<file path="src/rtl/execute_stage.sv">
// RV32I execute stage: ALU, branch resolution and the EX/MEM pipeline register.
// A taken transfer raises a one-cycle redirect and squashes the next ID/EX entry.
module execute_stage (
    input  logic        clk,
    input  logic        rst,
    input  logic        keep,
    input  logic        nop,
    input  logic [31:0] PC_pype1,
    input  logic [31:0] PCp4_pype1,
    input  logic [31:0] read_data1_pype,
    input  logic [31:0] read_data2_pype,
    input  logic [31:0] Imm_pype,
    input  logic [3:0]  for_ALU_c,
    input  logic [6:0]  ALU_command_7,
    input  logic [4:0]  WReg_pype,
    input  logic        RegWrite_pype1,
    input  logic [1:0]  MemtoReg_pype1,
    input  logic [1:0]  MemRW_pype1,
    input  logic [2:0]  MemBranch_pype,
    input  logic [2:0]  ALU_control_pype,
    input  logic [2:0]  ALU_Src_pype,
    output logic [31:0] ALU_result_pype2,
    output logic [31:0] store_data_pype2,
    output logic [31:0] PCp4_pype2,
    output logic [4:0]  WReg_pype2,
    output logic        RegWrite_pype2,
    output logic [1:0]  MemtoReg_pype2,
    output logic [1:0]  MemRW_pype2,
    output logic [2:0]  funct3_pype2,
    output logic        redirect,
    output logic [31:0] redirect_pc
);

    typedef struct packed {
        logic [31:0] alu;
        logic [31:0] sdata;
        logic [31:0] pcp4;
        logic [4:0]  wreg;
        logic        regwrite;
        logic [1:0]  memtoreg;
        logic [1:0]  memrw;
        logic [2:0]  funct3;
    } ex_mem_t;

    localparam logic [2:0] CTL_ALU   = 3'b000;
    localparam logic [2:0] CTL_LUI   = 3'b010;
    localparam logic [2:0] CTL_LOAD  = 3'b100;
    localparam logic [2:0] CTL_STORE = 3'b101;

    localparam logic [2:0] BR_EQ   = 3'b001;
    localparam logic [2:0] BR_NE   = 3'b010;
    localparam logic [2:0] BR_LT   = 3'b011;
    localparam logic [2:0] BR_GE   = 3'b100;
    localparam logic [2:0] BR_JALR = 3'b110;
    localparam logic [2:0] BR_JAL  = 3'b111;

    ex_mem_t     ex_q, ex_d;
    logic        redir_q, redir_d;
    logic [31:0] rpc_q, rpc_d;
    logic        squash_q, squash_d;

    logic [31:0] op_a;
    logic [31:0] op_b;
    logic [4:0]  shamt;
    logic [31:0] alu_res;
    logic [31:0] addr_sum;
    logic        is_sub;
    logic        lt_s;
    logic        lt_u;
    logic        br_lt;
    logic        taken;
    logic [31:0] target;
    logic        unused_f7;

    assign unused_f7 = ^{ALU_command_7[6], ALU_command_7[4:0]};

    // Operand selection
    always_comb begin
        op_a = read_data1_pype;
        if (ALU_Src_pype[2]) begin
            op_a = PC_pype1;
        end else if (ALU_Src_pype == 3'b000) begin
            op_a = 32'd0;
        end
        op_b = (ALU_Src_pype[1:0] == 2'b11) ? read_data2_pype : Imm_pype;
    end

    assign shamt    = op_b[4:0];
    assign addr_sum = read_data1_pype + Imm_pype;
    assign is_sub   = for_ALU_c[3] && (ALU_Src_pype == 3'b011);

    always_comb begin
        alu_res = op_a + op_b;
        if (ALU_control_pype == CTL_LOAD || ALU_control_pype == CTL_STORE) begin
            alu_res = addr_sum;
        end else if (ALU_control_pype == CTL_LUI) begin
            alu_res = Imm_pype;
        end else if (ALU_control_pype == CTL_ALU) begin
            case (for_ALU_c[2:0])
                3'b000: alu_res = is_sub ? (op_a - op_b) : (op_a + op_b);
                3'b001: alu_res = op_a << shamt;
                3'b010: alu_res = {31'd0, $signed(op_a) < $signed(op_b)};
                3'b011: alu_res = {31'd0, op_a < op_b};
                3'b100: alu_res = op_a ^ op_b;
                3'b101: begin
                    if (ALU_command_7[5]) begin
                        alu_res = $unsigned($signed(op_a) >>> shamt);
                    end else begin
                        alu_res = op_a >> shamt;
                    end
                end
                3'b110: alu_res = op_a | op_b;
                3'b111: alu_res = op_a & op_b;
                default: alu_res = op_a + op_b;
            endcase
        end
    end

    // Branch resolution on the raw register operands
    assign lt_s  = $signed(read_data1_pype) < $signed(read_data2_pype);
    assign lt_u  = read_data1_pype < read_data2_pype;
    assign br_lt = for_ALU_c[1] ? lt_u : lt_s;

    always_comb begin
        taken = 1'b0;
        case (MemBranch_pype)
            BR_EQ:   taken = (read_data1_pype == read_data2_pype);
            BR_NE:   taken = (read_data1_pype != read_data2_pype);
            BR_LT:   taken = br_lt;
            BR_GE:   taken = !br_lt;
            BR_JALR: taken = 1'b1;
            BR_JAL:  taken = 1'b1;
            default: taken = 1'b0;
        endcase
    end

    always_comb begin
        target = PC_pype1 + Imm_pype;
        if (MemBranch_pype == BR_JALR) begin
            target = addr_sum & ~32'd1;
        end
    end

    // Next-state selection: nop > keep > squash > normal
    always_comb begin
        ex_d     = ex_q;
        redir_d  = 1'b0;
        rpc_d    = rpc_q;
        squash_d = squash_q;
        if (nop || (!keep && squash_q)) begin
            ex_d          = '0;
            ex_d.pcp4     = ex_q.pcp4;
            squash_d      = 1'b0;
        end else if (!keep) begin
            ex_d.alu      = alu_res;
            ex_d.sdata    = read_data2_pype;
            ex_d.pcp4     = PCp4_pype1;
            ex_d.wreg     = WReg_pype;
            ex_d.regwrite = RegWrite_pype1 && (WReg_pype != 5'd0);
            ex_d.memtoreg = MemtoReg_pype1;
            ex_d.memrw    = MemRW_pype1;
            ex_d.funct3   = for_ALU_c[2:0];
            redir_d       = taken;
            rpc_d         = taken ? target : rpc_q;
            squash_d      = taken;
        end
    end

    always_ff @(posedge clk or negedge rst) begin
        if (!rst) begin
            ex_q     <= '0;
            redir_q  <= 1'b0;
            rpc_q    <= 32'h0;
            squash_q <= 1'b0;
        end else begin
            ex_q     <= ex_d;
            redir_q  <= redir_d;
            rpc_q    <= rpc_d;
            squash_q <= squash_d;
        end
    end

    assign ALU_result_pype2 = ex_q.alu;
    assign store_data_pype2 = ex_q.sdata;
    assign PCp4_pype2       = ex_q.pcp4;
    assign WReg_pype2       = ex_q.wreg;
    assign RegWrite_pype2   = ex_q.regwrite;
    assign MemtoReg_pype2   = ex_q.memtoreg;
    assign MemRW_pype2      = ex_q.memrw;
    assign funct3_pype2     = ex_q.funct3;
    assign redirect         = redir_q;
    assign redirect_pc      = rpc_q;

endmodule

</file>
<file path="config.mk">
export PLATFORM = sky130hd
export DESIGN_NAME = execute_stage
export DESIGN_NICKNAME = d
export VERILOG_FILES = /design/src/rtl/execute_stage.sv
export SDC_FILE = /design/constraint.sdc
export NUM_CORES = 1
export LEC_CHECK = 0
export CAP_MARGIN = 20
export CELL_PAD_IN_SITES_DETAIL_PLACEMENT = 0
export CELL_PAD_IN_SITES_GLOBAL_PLACEMENT = 1
export CORE_ASPECT_RATIO = 0.9
export CORE_MARGIN = 4
export CORE_UTILIZATION = 43
export DETAILED_ROUTE_END_ITERATION = 10
export GPL_ROUTABILITY_DRIVEN = 0
export PLACE_DENSITY_LB_ADDON = 0.1
export SYNTH_ARGS = -nofsm -noshare
export SYNTH_HDL_FRONTEND = slang
export SYNTH_SLANG_ARGS = --single-unit
</file>
<file path="constraint.sdc">
create_clock -name clk -period 4.3 [get_ports clk]
set_clock_uncertainty 0.2 [all_clocks]
set_input_delay 0.86 -clock clk [delete_from_list [all_inputs] [get_ports clk]]
set_output_delay 0.86 -clock clk [all_outputs]
set_load 0.005 [all_outputs]
</file>
* Yosys cells after proc, flatten, opt, wreduce, memory -nomap -nowiden
Index checks and enable logic that the tools add are counted.
Widths: inputs -> output; s select.
** Storage, ports and cells
- Word-level logic and storage cells :: 80
- Register bits :: 143
** Cells by class
- Muxes and demuxes :: 18
- Magnitude comparators :: 4
- Shift-type cells :: 3
- Reductions and logical operators :: 14
- Equality and inequality tests :: 21
- Bitwise logic cells :: 5
- Add/subtract/negate cells :: 4
** Operators with widths (count)
- $mux 32 :: 9
- $pmux 32 s8 :: 1
- $mux 109 :: 2
- $lt 32x32->1 :: 4
- $add 32x32->32 :: 3
- $and 32x32->32 :: 1
- $eq 32x32->1 :: 1
- $ne 32x32->1 :: 1
- $or 32x32->32 :: 1
- $shl 32x5->32 :: 1
- $shr 32x5->32 :: 1
- $sshr 32x5->32 :: 1
- $sub 32x32->32 :: 1
- $xor 32x32->32 :: 1
- $eq 3x3->1 const B :: 9
- $eq 3x2->1 const B :: 6
- $logic_not 3->1 :: 3
- $eq 3x1->1 const B :: 2
- $mux 1 :: 5
- $pmux 1 s5 :: 1
- $reduce_bool 5->1 :: 1
- $logic_and 1x1->1 :: 3
- $reduce_and 3->1 :: 1
- $eq 2x2->1 const B :: 1
- other kinds (6) :: 9

* Logic depth before layout (Yosys ltp)
- Word-level depth :: 11
- Gate-level depth with buffers :: 21

* Worst setup path after synthesis
OpenSTA, ideal clock, no wires.
- Path type :: input port to flip-flop
- Start point :: in ALU_Src_pype[0]
- End point :: reg ex_q, in the netlist ALU_result_pype2[30]
- Arrival time :: 5.124 ns
- Stages :: 18
- Setup time :: 0.076 ns
- Setup slack :: -1.100 ns
- Path through :: buf_4 nand2_2 mux2i_4 clkbuf_1 buf_1 buf_1 ha_1 buf_2 or2_2 o2111ai_1 a221oi_2 o41ai_2 o31a_2 o21ba_2 o41ai_4 or4_1 a211o_1 o21ai_1
** Between the ends
- Cells in the longest elaborated chain, start to end :: 11
** RTL lines
- start: declaration :: RTL line 21 : input logic [2:0] ALU_Src_pype,
- $logic_not 3->1 :: RTL line 82 : end else if (ALU_Src_pype == 3'b000) begin
- $mux 32 :: RTL line 82
- $mux 32 :: RTL line 80 : if (ALU_Src_pype[2]) begin
- $add 32x32->32, or another cell as far along
- $mux 32, on equally long branches :: RTL line 100, 106
- $pmux 32 s8 :: RTL line 99 : case (for_ALU_c[2:0])
- $mux 32 * :: RTL line 98 : end else if (ALU_control_pype == CTL_ALU) begin
- $mux 32 * :: RTL line 96 : end else if (ALU_control_pype == CTL_LUI) begin
- $mux 32 * :: RTL line 94 : if (ALU_control_pype == CTL_LOAD || ALU_control_pype == CTL_STORE) begin
- $mux 109 * :: RTL line 154 : end else if (!keep) begin
- $mux 109 * :: RTL line 150 : if (nop || (!keep && squash_q)) begin
- end signal: assignment :: RTL line 171 : ex_q <= '0;
- end signal: assignment :: RTL line 176 : ex_q <= ex_d;
- end: declaration :: RTL line 57 : ex_mem_t ex_q, ex_d;
Every way passes the cells marked *; elsewhere a longest branch is shown, timed or not. The select of a mux whose other input is x is not followed.
A chain may end at the register's enable or synchronous reset.

* Worst setup path in the final report
- Start point :: in read_data2_pype[0]
- End point :: reg ex_q, in the netlist ALU_result_pype2[18]
** Between the ends
- Cells in the longest elaborated chain, start to end :: 9
** RTL lines
- start: declaration :: RTL line 11 : input logic [31:0] read_data2_pype,
- $mux 32 * :: RTL line 85 : op_b = (ALU_Src_pype[1:0] == 2'b11) ? read_data2_pype : Imm_pype;
- $add 32x32->32, or another cell as far along
- $mux 32, on equally long branches :: RTL line 100, 106
- $pmux 32 s8 :: RTL line 99
- $mux 32 * :: RTL line 98
- $mux 32 * :: RTL line 96
- $mux 32 * :: RTL line 94
- $mux 109 * :: RTL line 154
- $mux 109 * :: RTL line 150
Marks and branches as above.

==> metrics.cfg <==
[clock_tree]
h-tree-depth=4
clk_path_buf_depth=2
clkLatencyLatePin_ns=0.48
ctsRootBufferMaster=clkbuf_16
ctsHoldBuffers=0
cts_tree=done
cts_buffers=17
path_clk_slew_ns=0.08
cts.sinks=143

[global_route]
antenna_found_initial=3
grt-ovfl-total=0
track_usage=0.409
grt_max_degree=75
grt_pass1_vias=25200
grt_pass1_wl_um=154000

[power]
ir_worst_vdd_v=0.000336
power.density_nw_per_um2=276
p_leak_nw=14.0
total_power_mw=8.26

[timing]
slew_headroom=0.374
fin_crit_sh=0.994
min_period_ns=4.28
hold_viol_final=0
rsz0062_at_grt=true
fmax_mhz=234
setup_violations=0
whs_ns=0.119
drv_slew=0
max_slew.worst_pin.slew_ns=0.940

[routing]
post-route-drc-count=0
dr.pass1.iters=8
drt-total-wl_um=107000
wl_per_cell_um=24.9
num_vias=26800
drtAntennaViolNets=0
first_iter_violations=3915
vias_per_cell=6.25

[layout]
area_delta_synth_final_pct=51.1
nets=4054
layout_commonest_cell=buf_4
final_area_um2=30000
final_cell_mix=buf_4, nand2_1, clkdlybuf4s50_1, o21ai_0, a21oi_1
fin_util=0.658
drive_above_1_share=0.253
instances_no_fill=4287

[placed_design]
dp.cells=4227
port_buffers=329
placed_area_um2=28700
hpwl_um=86400

[worst_setup_path]
path_cells=clkdlybuf4s15_2 -> buf_6 -> and3_4 -> or2_4 -> ha_4 -> fa_2 -> o21bai_4 -> o2111ai_4 -> a221oi_4 -> o41ai_4 -> o31a_2 -> buf_4 -> o31ai_4 -> a221o_1 -> a221oi_2 -> buf_4 -> a211oi_1 -> o21ai_0
crit_fanout=3
cp-end-kind=flop
worstSetupStartpoint=read_data2_pype[0]
r2r_slack_ns=1.47
critPathKind=in -> reg
slowest_delay_ns=0.39
path_delay_family=compound AO/OA/AOI/OAI gates
rr_startpoint=squash_q$_DFFE_PN0P_
cp_data_arrival_time_ns=4.45
crit_top_cell=buf_4
crit_path_start_kind=input port
critPathSlowestCell=fa_2
path_buf_inv=4
required_ns=4.48

[synthesis]
yosys.area_share.simple=0.187
synth-compound-area-share=0.343
syn_inst=2764
async_reset_ff_frac=1.00
synthDistinctLibCells=104
syn_area_per_cell_um2=7.18
syn-cell-area_um2=19900
synth_mux_area_frac=0.0597
yosysSeqAreaShare=0.180
synthAdderAreaFrac=0.124
synthFlopType=dfrtp_1
synth-edff-count=0
synth_top_family_by_area=compound AO/OA/AOI/OAI gates
synthXorXnorAreaFrac=0.0379
syn_nets=3153
synth_area_leaders=dfrtp_1, ha_1, nand2_1, o21ai_0, a21oi_1
synth_top_area_share=0.180
synth_top_area_cell=dfrtp_1
synth_seq_cells=143
yosys_warnings=0

[floorplan]
start_util=0.436
core_area_um2=45600
ios=336
die_x_um=234
die_h_um=212
rows=74
die_area_um2=49700

[flow_run]
max_cap_violations=0

[hold_path]
hp-class=in -> async

[outcome]
outcome=finished, final reports clean

path summary, 6_finish.rpt:
path | end | cells after the start
setup / recovery | ALU_result_pype2[18]$_DFFE_PN0P_ | 18
hold / removal | redirect_pc[1]$_DFFE_PN0P_ | 1
setup reg to reg | redirect_pc[20]$_DFFE_PN0P_ | 6
hold reg to reg | redirect_pc[23]$_DFFE_PN0P_ | 2
max in group asynchronous | PCp4_pype2[19]$_DFFE_PN0P_ | 2
min in group clk | redirect_pc[23]$_DFFE_PN0P_ | 2
cells in the mapped netlist (all sizes together), types with 15 or more instances:
cell and instances:
xnor2 50, o221ai 37, or2 15, or3 16
a22oi 17, dfrtp 143, o22ai 19, ha 191
nor3 53, xor2 36, a22o 16, a21o 44
mux2i 94, a221oi 23, nor2 188, clkbuf 123
nand2b 17, o21ai 351, o21bai 19, a211oi 39
inv 141, nand2 425, o211ai 67, a21oi 223
nand3 52, a31oi 31, nor2b 16, o31ai 15
nand4 16, buf 64
per-layer routing:
| metal | global-route usage | wire [um] | up-vias | share of wire |
|---|---|---|---|---|
| li1 | - | - | 11900 | - |
| met5 | 0 | 0 | - | 0 |
| met1 | 0.547 | 41400 | 12600 | 0.39 |
| met2 | 0.602 | 44400 | 1879 | 0.42 |
| met3 | 0.142 | 15500 | 394 | 0.14 |
| met4 | 0.167 | 5530 | 0 | 0.052 |
sequential cells by signal, summed over array words and instances, names as in the netlist:
name,count
MemtoReg_pype2,2
MemRW_pype2,2
squash_q,1
RegWrite_pype2,1
funct3_pype2,3
PCp4_pype2,32
redirect,1
redirect_pc,32
ALU_result_pype2,32
WReg_pype2,5
store_data_pype2,32
layout make-up:
cell class | instances | area, um2
Multi-Input combinational cell | 2290 | 15400
Sequential cell | 143 | 3580
Fill cell | 3931 | 15600
Tap cell | 608 | 761
Inverter | 144 | 543
Antenna cell | 5 | 12.5
Timing Repair Buffer | 1069 | 9090
Clock buffer | 23 | 488
Clock inverter | 5 | 81.3
what timing repair did:
action	CTS	global route
setup endpoints to repair	30	23
cloned	0	1
resized for setup	67	99
pin swaps	23	32
setup buffers	16	10
stage by stage:
stage,TNS (ns),setup slack (ns)
final,0,0.0243
after global routing,-0.191,-0.0920
after CTS,-0.00407,-0.00407
after detailed placement,-28.71,-1.06
after global placement,-24.66,-1.01
after floorplan,-5.02,-0.608
worst reg2reg max path, cell delays in order, from the launching register on:
cell	delay, ns
dfrtp_1	0.41
or3_2	0.64
or4b_2	0.70
nand3_1	0.18
nor2_4	0.06
inv_1	0.16
mux2_2	0.36
power by group:
| group | leakage [nW] | switching [mW] | internal (mW) |
|---|---|---|---|
| registers | 1.84 | 0.155 | 1.59 |
| logic | 11.9 | 2.60 | 2.37 |
| clock network | 0.277 | 0.653 | 0.901 |
logic make-up after synthesis:
| family | Yosys count |
|---|---|
| AOI/OAI and AO/OA | 1049 |
| xor gates and xnor gates | 86 |
| adders and majority gates | 195 |
| buffers and inverters | 331 |
| DFF | 143 |
| muxes | 109 |
| and+or+nand+nor | 851 |
Power figures use the tool's default switching activity.
